## config.mk

```make
export PLATFORM = sky130hd
export DESIGN_NAME = alu_issue_stage
export DESIGN_NICKNAME = d
export VERILOG_FILES = /design/src/rtl/alu_pkg.sv /design/src/rtl/alu_regfile.sv /design/src/rtl/alu_issue_stage.sv
export SDC_FILE = /design/constraint.sdc
export NUM_CORES = 1
export LEC_CHECK = 0
export BUFFER_PORTS_ARGS = -buffer_cell sky130_fd_sc_hd__buf_2
export CAP_MARGIN = 20
export CORE_MARGIN = 8
export CORE_UTILIZATION = 30
export DETAILED_ROUTE_END_ITERATION = 10
export GPL_ROUTABILITY_DRIVEN = 0
export PLACE_DENSITY = 0.44
export REMOVE_ABC_BUFFERS = 1
export SYNTH_ARGS = -nofsm -noshare
export SYNTH_HDL_FRONTEND = slang
export SYNTH_HIERARCHICAL = 1
export SYNTH_SLANG_ARGS = --single-unit
```

## constraint.sdc

```tcl
create_clock -name clk -period 3.2 [get_ports clk]
set_input_delay 0.32 -clock clk [delete_from_list [all_inputs] [get_ports clk]]
set_output_delay 0.32 -clock clk [all_outputs]
set_load 0.02 [all_outputs]
```

## src/rtl/alu_pkg.sv

```systemverilog
// alu_pkg: definitions shared by the registered ALU, the issue stage and
// their benches.
//   ALU_SEL_W        width of the ALU operation select
//   ALU_ADD..ALU_SRA named operation encodings carried on sel
//   ALU_NREG_DEFAULT default architectural register count
//   alu_idx_w()      index width for a given register count
package alu_pkg;

  localparam int ALU_SEL_W = 4;

  localparam logic [ALU_SEL_W-1:0] ALU_ADD = 4'd0;
  localparam logic [ALU_SEL_W-1:0] ALU_SUB = 4'd1;
  localparam logic [ALU_SEL_W-1:0] ALU_AND = 4'd2;
  localparam logic [ALU_SEL_W-1:0] ALU_OR  = 4'd3;
  localparam logic [ALU_SEL_W-1:0] ALU_XOR = 4'd4;
  localparam logic [ALU_SEL_W-1:0] ALU_SLT = 4'd5;
  localparam logic [ALU_SEL_W-1:0] ALU_SLL = 4'd6;
  localparam logic [ALU_SEL_W-1:0] ALU_SRL = 4'd7;
  localparam logic [ALU_SEL_W-1:0] ALU_SRA = 4'd8;

  localparam int ALU_NREG_DEFAULT = 8;

  // Register index width; a single-register file still gets one bit.
  function automatic int alu_idx_w(input int nreg);
    return (nreg > 1) ? $clog2(nreg) : 1;
  endfunction

endpackage

```

## src/rtl/alu_regfile.sv

```systemverilog
// alu_regfile: NREG x WIDTH architectural register file.
//   clk, rst       clock, synchronous active-high reset (clears every entry)
//   raddr1/rdata1  combinational read port 1
//   raddr2/rdata2  combinational read port 2
//   we/waddr/wdata synchronous write port
// Register 0 reads as zero and ignores writes.
module alu_regfile
  import alu_pkg::*;
#(
  parameter int WIDTH = 32,
  parameter int NREG  = ALU_NREG_DEFAULT,
  parameter int AW    = alu_idx_w(NREG)
) (
  input  logic             clk,
  input  logic             rst,
  input  logic [AW-1:0]    raddr1,
  output logic [WIDTH-1:0] rdata1,
  input  logic [AW-1:0]    raddr2,
  output logic [WIDTH-1:0] rdata2,
  input  logic             we,
  input  logic [AW-1:0]    waddr,
  input  logic [WIDTH-1:0] wdata
);

  logic [WIDTH-1:0] mem [NREG];

  always_ff @(posedge clk) begin
    if (rst) begin
      for (int i = 0; i < NREG; i++) begin
        mem[i] <= '0;
      end
    end else if (we && (waddr != '0)) begin
      mem[waddr] <= wdata;
    end
  end

  // r0 is forced here as well, so no write path can ever make it nonzero.
  assign rdata1 = (raddr1 == '0) ? '0 : mem[raddr1];
  assign rdata2 = (raddr2 == '0) ? '0 : mem[raddr2];

endmodule

```

## src/rtl/alu_issue_stage.sv

```systemverilog
// alu_issue_stage: operand issue and writeback around a registered ALU.
//   clk, rst            clock, synchronous active-high reset
//   instr_valid/ready   instruction handshake
//   instr_sel           ALU operation, forwarded unmodified
//   instr_rd/rs1/rs2    destination and source register indices
//   instr_imm_en/imm    operand b comes from imm instead of rs2
//   alu_a/alu_b/alu_sel registered ALU operands
//   alu_out/alu_flag    registered ALU result and flag
//   wb_valid/rd/data    writeback of the ALU result
//   status_flag         flag of the most recent writeback (sticky)
//
// Handshake: an instruction transfers on a rising edge where instr_valid and
// instr_ready are both high. instr_ready is combinational from the source
// fields and pipeline state, so the offered fields may change while
// instr_ready is low, but must stay put once it is high until the edge.
//
// Pipeline: ISSUE loads alu_a/b/sel (edge N), the ALU registers its result
// (edge N+1), WB writes the register file and status_flag (edge N+2).
module alu_issue_stage
  import alu_pkg::*;
#(
  parameter int WIDTH = 32,
  parameter int NREG  = ALU_NREG_DEFAULT,
  parameter int AW    = alu_idx_w(NREG)
) (
  input  logic                 clk,
  input  logic                 rst,
  input  logic                 instr_valid,
  output logic                 instr_ready,
  input  logic [ALU_SEL_W-1:0] instr_sel,
  input  logic [AW-1:0]        instr_rd,
  input  logic [AW-1:0]        instr_rs1,
  input  logic [AW-1:0]        instr_rs2,
  input  logic                 instr_imm_en,
  input  logic [WIDTH-1:0]     instr_imm,
  output logic [WIDTH-1:0]     alu_a,
  output logic [WIDTH-1:0]     alu_b,
  output logic [ALU_SEL_W-1:0] alu_sel,
  input  logic [WIDTH-1:0]     alu_out,
  input  logic                 alu_flag,
  output logic                 wb_valid,
  output logic [AW-1:0]        wb_rd,
  output logic [WIDTH-1:0]     wb_data,
  output logic                 status_flag
);

  logic             ex_valid;
  logic [AW-1:0]    ex_rd;
  logic [WIDTH-1:0] rf_rdata1;
  logic [WIDTH-1:0] rf_rdata2;
  logic [WIDTH-1:0] op_a;
  logic [WIDTH-1:0] op_b;
  logic             stall;
  logic             accept;

  alu_regfile #(
    .WIDTH (WIDTH),
    .NREG  (NREG),
    .AW    (AW)
  ) u_regfile (
    .clk    (clk),
    .rst    (rst),
    .raddr1 (instr_rs1),
    .rdata1 (rf_rdata1),
    .raddr2 (instr_rs2),
    .rdata2 (rf_rdata2),
    .we     (wb_valid),
    .waddr  (wb_rd),
    .wdata  (alu_out)
  );

  // The instruction in EX has no result yet, so a consumer must wait one
  // cycle; once that producer reaches WB its value is forwarded. r0 is never
  // a real dependency.
  always_comb begin
    stall = 1'b0;
    if (ex_valid && (ex_rd != '0)) begin
      if (instr_rs1 == ex_rd) begin
        stall = 1'b1;
      end
      if (!instr_imm_en && (instr_rs2 == ex_rd)) begin
        stall = 1'b1;
      end
    end
  end

  assign instr_ready = !rst && !stall;
  assign accept      = instr_valid && instr_ready;

  // Operand selection: r0 beats forwarding, forwarding beats the register
  // file. Forwarding also covers the register being written this same cycle.
  always_comb begin
    op_a = rf_rdata1;
    if (instr_rs1 == '0) begin
      op_a = '0;
    end else if (wb_valid && (wb_rd == instr_rs1)) begin
      op_a = alu_out;
    end
  end

  always_comb begin
    op_b = rf_rdata2;
    if (instr_imm_en) begin
      op_b = instr_imm;
    end else if (instr_rs2 == '0) begin
      op_b = '0;
    end else if (wb_valid && (wb_rd == instr_rs2)) begin
      op_b = alu_out;
    end
  end

  // Issue register. On a bubble the operands hold; the ALU recomputes the
  // old operation but nothing tracks that result.
  always_ff @(posedge clk) begin
    if (rst) begin
      alu_a    <= '0;
      alu_b    <= '0;
      alu_sel  <= '0;
      ex_valid <= 1'b0;
      ex_rd    <= '0;
    end else begin
      ex_valid <= accept;
      if (accept) begin
        alu_a   <= op_a;
        alu_b   <= op_b;
        alu_sel <= instr_sel;
        ex_rd   <= instr_rd;
      end
    end
  end

  // EX -> WB tracking and the sticky flag.
  always_ff @(posedge clk) begin
    if (rst) begin
      wb_valid    <= 1'b0;
      wb_rd       <= '0;
      status_flag <= 1'b0;
    end else begin
      wb_valid <= ex_valid;
      wb_rd    <= ex_rd;
      if (wb_valid) begin
        status_flag <= alu_flag;
      end
    end
  end

  // Gated so the writeback bus reads zero whenever nothing is being written.
  assign wb_data = wb_valid ? alu_out : '0;

endmodule

```

* Word-level counts from Yosys, hierarchy flattened *
Memories as Yosys holds them, arrays and structs flattened.
Cells that the tools add are included.

storage, ports and cells
  memories kept = 1
  register bits after elaboration = 77
  input bits = 82
  memory bits (writable) = 256

memories
  memory         depth  width  read ports  clocked after Yosys merged registers in  write ports  RTL line           text
  u_regfile.mem  8      32     2           0                                        8            alu_regfile.sv:25  logic [WIDTH-1:0] mem [NREG];

operators by class
  reduce and logical (&&, ||, !) cells = 15
  mux-type cells = 17
  eq/ne operators = 4

operators with widths
  operator             number
  $mux W32             7
  $reduce_or A32 Y1    1
  $eq A3 B3 Y1         4
  $mux W1              9
  $logic_and A1 B1 Y1  7
  $logic_not A3 Y1     2
  $reduce_bool A3 Y1   2
  $logic_not A1 Y1     3
  $mux W3              1

* Logic depth before layout (Yosys ltp) *
  depth after elaboration = 7
  depth in mapped cells = 9
  mapped depth without buffers = 6

* Cells and area by module *
Netlist, hierarchy kept.

modules (own cells, without submodules)
  module           cells each  area each (sq um)  times used
  alu_regfile      881         12067.8            1
  alu_issue_stage  451         4760.8             1

* Worst setup path after synthesis *
Ideal clock, no wire load.

  path kind = register to register
  start point = register wb_valid
  end point = memory u_regfile.mem[6][0] (enable)
  path slack = 1197 ps
  cell stages (with the launch flop) = 4
  arrival time = 1629 ps
  buffers on the path = 0
  path through = dfxtp_1 -> or3b_4 -> nor2_4 -> or2_2

RTL lines
  element                 RTL line                text
  start, declared         alu_issue_stage.sv:41   output logic wb_valid,
  start signal, assigned  alu_issue_stage.sv:139  wb_valid <= ex_valid;
  end, declared           alu_regfile.sv:25

* Final worst setup path *
  start point = register ex_rd[2]
  end point = output port instr_ready

on the way
  word-level cells in the longest chain between the ends = 6
  elaborated cells on any way between the ends = 10

ends and longest elaborated chain
  element                                                RTL line                                      text
  start, declared                                        alu_issue_stage.sv:48                         logic [AW-1:0] ex_rd;
  start signal, assigned                                 alu_issue_stage.sv:127                        ex_rd <= instr_rd;
  $eq A3 B3 Y1 (on tied branches)                        alu_issue_stage.sv:78, alu_issue_stage.sv:81
  $mux W1 / $logic_and A1 B1 Y1 (equally long branches)  alu_issue_stage.sv:78, alu_issue_stage.sv:81
  $mux W1                                                alu_issue_stage.sv:81                         if (!instr_imm_en && (instr_rs2 == ex_rd)) begin
  $mux W1 *                                              alu_issue_stage.sv:77                         if (ex_valid && (ex_rd != '0)) begin
  $logic_not A1 Y1 *                                     alu_issue_stage.sv:87                         assign instr_ready = !rst && !stall;
  $logic_and A1 B1 Y1 *                                  alu_issue_stage.sv:87
  end, declared                                          alu_issue_stage.sv:29                         output logic instr_ready,

Every way passes the cells marked *; elsewhere a longest branch is shown, timed or not.

==> impl_results.md <==
* Outcome: finished, final reports clean
* Hold path start: instr_imm[16]
* Wirelength, routed at 60500 um
* DRC viols at 0
* Critical path class: flop to primary output
* Per-instance average area after synthesis at 12.6 um2
* Max-cap violation count at 0
* Hold crit path type: primary input to flop
* RSZ-0062 raised after global routing: no
* Largest net degree at the start of global routing at 54
* Die width at 253 um
* Vias in the first global route at 12200
* Mapped Area at 0.0168 mm2
* Worst-margin pin slew at 1.02 ns
* DRT antenna net count at 0
* Reg clk slew, reported paths at 0.06 ns
* Row count at 87
* Critical path origin: ex_rd[2]
* # port buffers at 187
* Layout cells sized above 1 at 32.5%
* Clock Path Buffers at 3
* Worst reg2reg path startpoint: wb_valid
* Rel. slew slack at 31.7%
* Setup Fix Bufs, Post-CTS at 0
* Router iterations before antenna repair at 6
* CP Capture Type: primary output
* Die height at 253 um
* CP arrival at 2.35 ns
* Most used flip-flop cell after synthesis: edfxtp_1
* Sequential-to-total area share from yosys stat at 49.1%
* Tcrit/Tclk final at 83.5%
* WL per Instance at 26.3 um
* Worst-Skew Late Latency at 0.55 ns
* Die ar. at 0.0639 mm2
* EDFF count, synth at 224
* Yosys top cell by area: edfxtp_1
* R2R setup slack at 0.68 ns
* Htree depth at 2
* CP cell instances: xor2_1 -> nor4_2 -> o21ai_4 -> buf_4 -> nor2b_1 -> buf_2
* Max Slew Vio Count at 0
* Initial antenna violation count at 3
* Global route total overflow at 0
* Yosys reg bits at 301
* WHS Path Cells at 3
* Reg2reg path depth at 5
* Vias per cell at 5.04
* Critical path's slowest cell: dfxtp_1
* Crit path max fanout at 27
* First-pass GRT wire length at 86300 um
* Tmin final at 2.67 ns
* Post-synthesis cell count at 1332
* Initial Utilization at 30.1%
* Total core area at 0.0560 mm2
* # IOs at 188
* GRT Util Overall at 18.4%
* Clk sinks at 301
* CTS buffer count at 39
* Leakage power total at 0.00820 uW
* Req. time, crit path at 2.88 ns
* Via count at 11600
* Post-DP HPWL at 38100 um
* R2r endpoint: u_regfile/mem[6][31]
* Layout net count at 1592
* Setup_tns at 0 ns
* Fmax at 374 MHz
* Util after Layout at 35.8%
* CP max stage delay at 0.46 ns
* Share of synthesized flip-flops with an asynchronous set or reset at 0%
* Distinct cells, synth at 47
* Yosys Warn Count at 6
* Synth top area share at 40.0%
* WHS Endpoint: alu_b[16]
* Setup Skew at 0.0127 ns
* Design Power at 10300 uW
* Pwr Density at 517 mW/mm2
* CTS root buffer: clkbuf_16
* Drt initial violations at 745
* Maximum VDD drop at 0.000278 V
* Hold Vio Cnt, Final at 0
* Top cells by area, synth: edfxtp_1 (40%), and2_1 (9.4%), mux2i_1 (9.3%), dfxtp_1 (9.2%), a221oi_1 (6.0%)
* Layout area overhead at 18.9%
* Final setup vio count at 0
* CP Launch Type: flop
* CTS tree: yes
* FILL cells at 5554
cells in the mapped netlist (2+ instances only):
cell      number
mux2_2        64
nor2b_1       47
a221oi_1     116
and2_1       254
xnor2_1        6
nor2_1        36
a22oi_2       30
mux2_4        30
buf_6         37
a211oi_2      30
nand2b_1       2
inv_1          2
a211oi_1       6
xor2_1         6
dfxtp_1       77
a221oi_2       6
and2_2         4
buf_4          7
mux2_1        41
mux2i_1      157
a311oi_1       4
or2_2          7
nor2_4         4
nand2_1        2
buf_2         23
clkbuf_1      55
a22oi_1        2
a21oi_1       33
nor3_1         3
edfxtp_1     224
layout make-up:
type,instances,area [um2],area share [%]
Tap cell,756,946,4.73
Antenna cell,1,2.50,0.0125
Inverter,2,7.51,0.0375
Multi-Input combinational cell,905,7820,39.1
Clock inverter,18,183,0.913
Clock buffer,53,1090,5.45
Timing Repair Buffer,261,1690,8.47
Sequential cell,301,8270,41.3
placed cells by master (no fill, tap or decap), types with 4 or more instances in the layout:
master and n:
clkbuf_16 41, nor2b_1 45, bufinv_16 4, clkinv_2 5, and2_2 6, a22oi_2 30
a311oi_1 4, a211oi_1 6, dlygate4sd3_1 8, edfxtp_1 224, dfxtp_1 76, buf_4 55
mux2_2 64, nor2_4 7, buf_12 14, clkbuf_1 10, xnor2_1 6, nor2_1 33
mux2i_1 157, buf_2 184, a221oi_1 116, mux2_1 41, xor2_1 6, a211oi_2 30
a21oi_1 33, mux2_4 30, a221oi_2 6, and2_1 252, clkinv_1 8, or2_2 7
timing repair:
action	4_1_cts	5_1_grt
gates resized for setup	0	0
hold endpoints to repair	8	0
hold buffers	8	0
where the power goes:
group          internal, uW  total [uW]  switching, uW  leakage, uW
Sequential             4370        4470            100      0.00295
Clock                  2700        4430           1730     0.000620
Combinational           567        1440            878      0.00462
sequential cells by signal (all words and copies together), names as in the netlist:
signal,cells
alu_b,32
u_regfile/mem,224
wb_valid,1
alu_a,32
ex_rd,3
status_flag,1
alu_sel,4
wb_rd,3
ex_valid,1
cell families (layout without fill, tap and decap cells):
family | Yosys count | count (layout) | synth area share, %
mux | 292 | 292 | 19.0
simple gates | 370 | 370 | 13.6
flops | 301 | 301 | 49.1
buf+inv | 126 | 334 | 4.80
compound gates | 231 | 231 | 12.8
other cells | 0 | 1 | 0
xor+xnor | 12 | 12 | 0.625
per-stage QoR:
stage                     instances  cell area, um2  worst slack (ns)  hold WS [ns]
after floorplan                1208           16000            -0.147         0.385
after global placement         2217           18700             0.578         0.471
after detailed placement       2217           18700             0.564         0.490
after CTS                      2296           20000             0.503         0.125
after global routing           2296           20000             0.447         0.153
final                          2297           20000             0.527         0.159
worst max-delay path by stage:
stage / to / slack [ns] / cells after the start
finish: instr_ready / 0.53 / 6
global placement: alu_a[27] / 0.58 / 8
global route: instr_ready / 0.45 / 6
CTS: instr_ready / 0.50 / 6
floorplan: alu_a[0] / -0.15 / 4
detailed placement: alu_a[11] / 0.56 / 8
routing by layer:
layer | vias up | global-route usage [%] | part of all wire (%)
li1 | 5394 | - | -
met1 | 5816 | 24.8 | 46
met2 | 295 | 30.8 | 47
met3 | 69 | 2.71 | 4.6
met4 | 0 | 4.78 | 2.0
met5 | - | 0 | 0
critical path, delay by kind of cell (launching register included):
kind                   cells  cell delay (ns)
AO/OA/AOI/OAI              1             0.21
XOR/XNOR                   1             0.22
buffers and inverters      2             0.63
flip-flops                 1             0.46
AND/OR/NAND/NOR            2             0.27
(Power assumes the default switching activity.)
